<file path="src/rtl/jpeg_pkg.sv">
// Shared constants for the JPEG coefficient path.
//   BLOCK_SIZE   : coefficients per 8x8 block
//   ZIGZAG_TABLE : zigzag scan position -> raster position (standard JPEG order)
//   zz2raster()  : lookup helper over ZIGZAG_TABLE
package jpeg_pkg;

    localparam int BLOCK_SIZE = 64;

    localparam logic [5:0] ZIGZAG_TABLE [BLOCK_SIZE] = '{
        6'd0,  6'd1,  6'd8,  6'd16, 6'd9,  6'd2,  6'd3,  6'd10,
        6'd17, 6'd24, 6'd32, 6'd25, 6'd18, 6'd11, 6'd4,  6'd5,
        6'd12, 6'd19, 6'd26, 6'd33, 6'd40, 6'd48, 6'd41, 6'd34,
        6'd27, 6'd20, 6'd13, 6'd6,  6'd7,  6'd14, 6'd21, 6'd28,
        6'd35, 6'd42, 6'd49, 6'd56, 6'd57, 6'd50, 6'd43, 6'd36,
        6'd29, 6'd22, 6'd15, 6'd23, 6'd30, 6'd37, 6'd44, 6'd51,
        6'd58, 6'd59, 6'd52, 6'd45, 6'd38, 6'd31, 6'd39, 6'd46,
        6'd53, 6'd60, 6'd61, 6'd54, 6'd47, 6'd55, 6'd62, 6'd63
    };

    function automatic logic [5:0] zz2raster(input logic [5:0] zz_idx);
        return ZIGZAG_TABLE[zz_idx];
    endfunction

endpackage

</file>
<file path="src/rtl/zigzag_rom.sv">
// Combinational zigzag-to-raster index lookup.
//   i_zz_idx     : zigzag scan position 0-63
//   o_raster_idx : corresponding raster position 0-63
module zigzag_rom
    import jpeg_pkg::*;
(
    input  logic [5:0] i_zz_idx,
    output logic [5:0] o_raster_idx
);

    assign o_raster_idx = zz2raster(i_zz_idx);

endmodule

</file>
<file path="src/rtl/coeff_block_pingpong.sv">
// Ping-pong coefficient block accumulator.
// Serial coefficients fill one 64-entry bank while the other bank is held for
// the downstream transform. Each bank carries a written-mask so unwritten
// positions read as zero without a clear pass.
//
// Ports:
//   clk, rst_n       : clock, asynchronous active-low reset
//   coeff_in         : signed coefficient value
//   coeff_index      : position in block (zigzag or raster, see ZIGZAG_EN)
//   coeff_valid      : coefficient present this cycle
//   block_done       : closes the current block (may coincide with coeff_valid)
//   comp_id          : component tag, latched with the accepted block_done
//   coeff_ready      : coeff_valid/block_done are accepted this cycle
//   block_out_flat   : presented block, raster entry i at [i*WIDTH +: WIDTH]
//   block_comp       : tag of the presented block
//   block_valid      : presented block is valid
//   block_ready      : downstream accepts the presented block
//   blocks_buffered  : number of full banks (0-2)
module coeff_block_pingpong
    import jpeg_pkg::*;
#(
    parameter int WIDTH     = 12,
    parameter bit ZIGZAG_EN = 1'b1,
    parameter int COMP_W    = 2
) (
    input  logic                        clk,
    input  logic                        rst_n,
    input  logic signed [WIDTH-1:0]     coeff_in,
    input  logic [5:0]                  coeff_index,
    input  logic                        coeff_valid,
    input  logic                        block_done,
    input  logic [COMP_W-1:0]           comp_id,
    output logic                        coeff_ready,
    output logic [WIDTH*BLOCK_SIZE-1:0] block_out_flat,
    output logic [COMP_W-1:0]           block_comp,
    output logic                        block_valid,
    input  logic                        block_ready,
    output logic [1:0]                  blocks_buffered
);

    logic signed [WIDTH-1:0] r_data [2][BLOCK_SIZE];
    logic [BLOCK_SIZE-1:0]   r_wmask [2];
    logic [1:0]              r_full;
    logic [COMP_W-1:0]       r_comp [2];
    logic                    r_wr_ptr;
    logic                    r_rd_ptr;
    logic                    r_coeff_ready;

    logic [5:0]              w_pos;
    logic                    w_accept_coeff;
    logic                    w_accept_done;
    logic                    w_release;
    logic [BLOCK_SIZE-1:0]   w_wmask_nxt [2];
    logic [1:0]              w_full_nxt;
    logic                    w_wr_ptr_nxt;
    logic                    w_rd_ptr_nxt;

    generate
        if (ZIGZAG_EN) begin : g_zigzag
            zigzag_rom u_zigzag_rom (
                .i_zz_idx     (coeff_index),
                .o_raster_idx (w_pos)
            );
        end else begin : g_raster
            assign w_pos = coeff_index;
        end
    endgenerate

    assign w_accept_coeff = r_coeff_ready & coeff_valid;
    assign w_accept_done  = r_coeff_ready & block_done;
    assign w_release      = block_valid & block_ready;

    // Release only touches a full bank and writes only touch a non-full bank,
    // so the two updates below never target the same bank.
    always_comb begin
        w_full_nxt     = r_full;
        w_wmask_nxt[0] = r_wmask[0];
        w_wmask_nxt[1] = r_wmask[1];
        if (w_release) begin
            w_full_nxt[r_rd_ptr]  = 1'b0;
            w_wmask_nxt[r_rd_ptr] = '0;
        end
        if (w_accept_coeff) begin
            w_wmask_nxt[r_wr_ptr][w_pos] = 1'b1;
        end
        if (w_accept_done) begin
            w_full_nxt[r_wr_ptr] = 1'b1;
        end
        w_wr_ptr_nxt = r_wr_ptr ^ w_accept_done;
        w_rd_ptr_nxt = r_rd_ptr ^ w_release;
    end

    always_ff @(posedge clk or negedge rst_n) begin
        if (!rst_n) begin
            r_full        <= '0;
            r_wmask[0]    <= '0;
            r_wmask[1]    <= '0;
            r_comp[0]     <= '0;
            r_comp[1]     <= '0;
            r_wr_ptr      <= 1'b0;
            r_rd_ptr      <= 1'b0;
            r_coeff_ready <= 1'b1;
        end else begin
            r_full        <= w_full_nxt;
            r_wmask[0]    <= w_wmask_nxt[0];
            r_wmask[1]    <= w_wmask_nxt[1];
            r_wr_ptr      <= w_wr_ptr_nxt;
            r_rd_ptr      <= w_rd_ptr_nxt;
            r_coeff_ready <= ~w_full_nxt[w_wr_ptr_nxt];
            if (w_accept_done) begin
                r_comp[r_wr_ptr] <= comp_id;
            end
        end
    end

    // Payload needs no reset: the written-mask gates every read.
    always_ff @(posedge clk) begin
        if (w_accept_coeff) begin
            r_data[r_wr_ptr][w_pos] <= coeff_in;
        end
    end

    always_comb begin
        block_out_flat = '0;
        for (int i = 0; i < BLOCK_SIZE; i++) begin
            if (r_wmask[r_rd_ptr][i]) begin
                block_out_flat[i*WIDTH +: WIDTH] = r_data[r_rd_ptr][i];
            end
        end
    end

    assign coeff_ready     = r_coeff_ready;
    assign block_valid     = r_full[r_rd_ptr];
    assign block_comp      = r_comp[r_rd_ptr];
    assign blocks_buffered = 2'(r_full[0]) + 2'(r_full[1]);

endmodule

</file>
<file path="config.mk">
export PLATFORM = sky130hd
export DESIGN_NAME = coeff_block_pingpong
export DESIGN_NICKNAME = d
export VERILOG_FILES = /design/src/rtl/jpeg_pkg.sv /design/src/rtl/zigzag_rom.sv /design/src/rtl/coeff_block_pingpong.sv
export SDC_FILE = /design/constraint.sdc
export NUM_CORES = 2
export LEC_CHECK = 0
export CORE_ASPECT_RATIO = 2
export CORE_MARGIN = 2
export CORE_UTILIZATION = 50
export CTS_CLUSTER_DIAMETER = 100
export DETAILED_ROUTE_END_ITERATION = 10
export GPL_ROUTABILITY_DRIVEN = 0
export PLACE_DENSITY = 0.84
export SKIP_CTS_REPAIR_TIMING = 1
export SLEW_MARGIN = 20
export SYNTH_ARGS = -nofsm -noshare
export SYNTH_HDL_FRONTEND = slang
export SYNTH_SLANG_ARGS = --single-unit
</file>
<file path="constraint.sdc">
create_clock -name clk -period 8.6 [get_ports clk]
set_input_delay 0.86 -clock clk [delete_from_list [all_inputs] [get_ports clk]]
set_output_delay 0.86 -clock clk [all_outputs]
set_load 0.005 [all_outputs]
</file>
==> results.yml <==
cts:
  clkTransAtPathRegs_ns: 0.07
  cts_num_sinks: 1673
  cts_tree: "built"
  cts_made_buffers: 138
  cts_buffer_depth: 3
  worstSkewPairLatency_ns: 0.80
  cts_max_level: 4
  cts_root_buffer: "clkbuf_16"
global_route:
  grt_max_degree: 141
  grt_pass1_wl_um: 261000
  gr-total-overflow: 0
  antenna_found_initial: 8
  grt_pass1_vias: 39800
  track_usage_pct: 26.6
timing:
  finalHoldViolCount: 0
  fin_crit_ns: 5.66
  setup_tns_ns: 0
  clock_skew_ns: 0.0289
  slew_violations: 0
  timing.final.crit_share_pct: 65.8
  worstMarginPinSlew_ns: 1.22
  fmax_ghz: 0.177
  relSlewSlack_pct: 19.0
  whs_ns: 0.0632
  rsz0062_at_grt: "false"
  setup_viol_count_final: 0
setup_path:
  cp.required_ns: 7.74
  critical_path.max_fanout: 140
  path_class: "flop to output port"
  max_stage_delay_ns: 1.05
  critPathTopFamily: "buffers and inverters"
  startpoint_type: "flop"
  worst_setup_path_end_kind: "output port"
  cp.arrival_ns: 4.80
  critical_path_buf_inv_count: 3
  critPathSlowestCell: "dfrtp_4"
  cp_cell_sequence: "buf_12 -> buf_4 -> mux2i_1 -> nor2_1 -> clkdlybuf4s50_1"
synth:
  synth_top_family_by_area: "multiplexers"
  synth.distinct_cells: 74
  synthTopCellsByArea: "edfxtp_1 70%, mux2i_1 13%, dfrtp_1 5.2%"
  synth_compound_area_share_pct: 2.72
  avgSynthCellArea_um2: 16.1
  async_flop_share_pct: 8.19
  synthesis.area_um2: 66000
  ys.flop_type: "edfxtp_1"
  syn-num-nets: 4147
  synth_warnings: 0
  postSynthCellCount: 4105
  synth_edf_count: 1536
  netlist.top_cell.by_area: "edfxtp_1"
  synthAdderAreaFrac_pct: 0.322
  synthXorXnorAreaFrac_pct: 0.0796
  netlist.area_leader.share_pct: 69.9
  synth_seq_area_share_pct: 75.1
  yosys.area_share.simple_pct: 7.00
  synth.area.mux_share_pct: 12.8
  synth_seq_cells: 1673
detailed_routing:
  routedWlPerCell_um: 27.4
  num_vias: 39500
  antenna_left: 0
  dr.first_iter.drc_count: 3883
  drc: 0
  via_per_inst: 5.88
  firstDrtPassIters: 8
  wirelength_um: 184000
power:
  p_leak_nw: 28.8
  irDropWorstVdd_v: 0.000291
  powerDensity_nw_per_um2: 241
cells_and_area:
  syn_to_final_growth_pct: 24.5
  most-common-layout-cells: "1,536 x edfxtp_1, 810 x mux2i_1, 784 x clkdlybuf4s50_1"
  final_common_cell: "edfxtp_1"
  final_nets: 4942
  fill_cells: 8745
  drive_gt1_share_pct: 11.5
min_path:
  holdCritPathClass: "input port to asynchronous set/reset pin"
die:
  die_area_um2: 135000
  fp.dieH_um: 518
  die_w_um: 261
  pin_count: 799
  initial_utilization_pct: 50.4
  coreArea_um2: 131000
  core.rowCount: 188
placed_design:
  port_buffers: 798
  dp_hpwl_um: 116000
outcome:
  outcome: "completed"
flow_run:
  cap_violations: 0
## kinds of logic (layout without fill, tap and decap cells)
| family | count (synthesis) | after routing |
|---|---|---|
| xor gates and xnor gates | 6 | 6 |
| muxes | 843 | 843 |
| DFF | 1673 | 1673 |
| adders and majority gates | 17 | 17 |
| AOI/OAI and AO/OA | 184 | 184 |
| and+or+nand+nor | 1096 | 1096 |
| other | 0 | 2 |
| buffers and inverters | 286 | 1194 |
## routing by layer
metal	up-vias	track usage, %	wire length (um)
met1	19800	30.8	63500
met2	2304	46.5	95300
met5	-	0	66
met4	10	13.0	8530
met3	398	5.71	16800
li1	17000	-	-
## cell type report
class	instances	area (um^2)	area share (%)
Sequential cell	1673	49600	60.3
Multi-Input combinational cell	2146	16600	20.2
Timing Repair Buffer	934	9050	11.0
Clock buffer	166	3690	4.49
Tap cell	1710	2140	2.60
Clock inverter	87	1080	1.32
Inverter	7	26.3	0.0320
Antenna cell	2	5.00	0.00609
## worst reg2reg max path: cells and delay by family, from the launching register on
family                 cells  cell delay [ns]
AO/OA/AOI/OAI              2             0.38
flip-flops                 1             0.55
buffers and inverters      3             0.96
AND/OR/NAND/NOR            1             0.77
## flip-flops by register name, indices dropped and copies added (netlist names)
name	flops
r_comp	4
r_wr_ptr	1
r_full	2
r_data	1536
coeff_ready	1
r_rd_ptr	1
r_wmask	128
## worst paths after layout
path                                  start                   to  slack (ns)  depth (start not counted)
worst max-delay path               r_rd_ptr  block_out_flat[491]        2.94                          5
worst max register to register     r_wr_ptr       r_data[0][232]        5.56                          6
max in group asynchronous             rst_n             r_rd_ptr        7.21                          2
worst min-delay path                  rst_n            r_comp[2]        0.06                          1
min in group clk                coeff_in[5]       r_data[0][113]        0.33                          1
worst min register to register  r_wmask[83]          r_wmask[83]        0.48                          2
## through the flow
stage	cell area, um^2	util [%]	setup WS (ns)	std cells	total power (W)
after CTS	81600	62.3	3.01	6722	0.0197
after global placement	76700	58.5	3.24	6469	0.0132
after floorplan	66000	-	4.16	4105	0.0119
final	82200	62.7	2.94	6725	0.0198
after detailed placement	76800	58.6	3.02	6469	0.0133
after global routing	82200	62.7	2.81	6724	0.0203
## synth_stat cells, types with 3 or more instances
| library cell | n |
|---|---|
| xor2_1 | 3 |
| ha_1 | 17 |
| nor3b_1 | 3 |
| buf_6 | 16 |
| clkbuf_1 | 148 |
| mux2i_1 | 834 |
| buf_4 | 6 |
| o41ai_2 | 14 |
| dfrtp_1 | 136 |
| o31ai_2 | 4 |
| nor2_1 | 773 |
| o21a_1 | 3 |
| o211ai_1 | 4 |
| buf_2 | 47 |
| and2_1 | 3 |
| nor3_1 | 18 |
| nor4_1 | 112 |
| edfxtp_1 | 1536 |
| o31ai_1 | 13 |
| o21ai_0 | 5 |
| a2111oi_4 | 3 |
| o41ai_1 | 98 |
| xnor2_1 | 3 |
| nand4_1 | 3 |
| inv_1 | 7 |
| mux2_2 | 7 |
| nand2_1 | 144 |
| o21ai_2 | 5 |
| nor2b_1 | 9 |
| a21oi_1 | 6 |
| buf_1 | 62 |
| nand2b_1 | 9 |
## where the power goes
part	total (W)	internal, W	switching (W)
logic	0.00415	0.00167	0.00248
clock network	0.00655	0.00359	0.00296
registers	0.00910	0.00897	0.000128
Note: power is estimated with default switching activity, not from simulation.
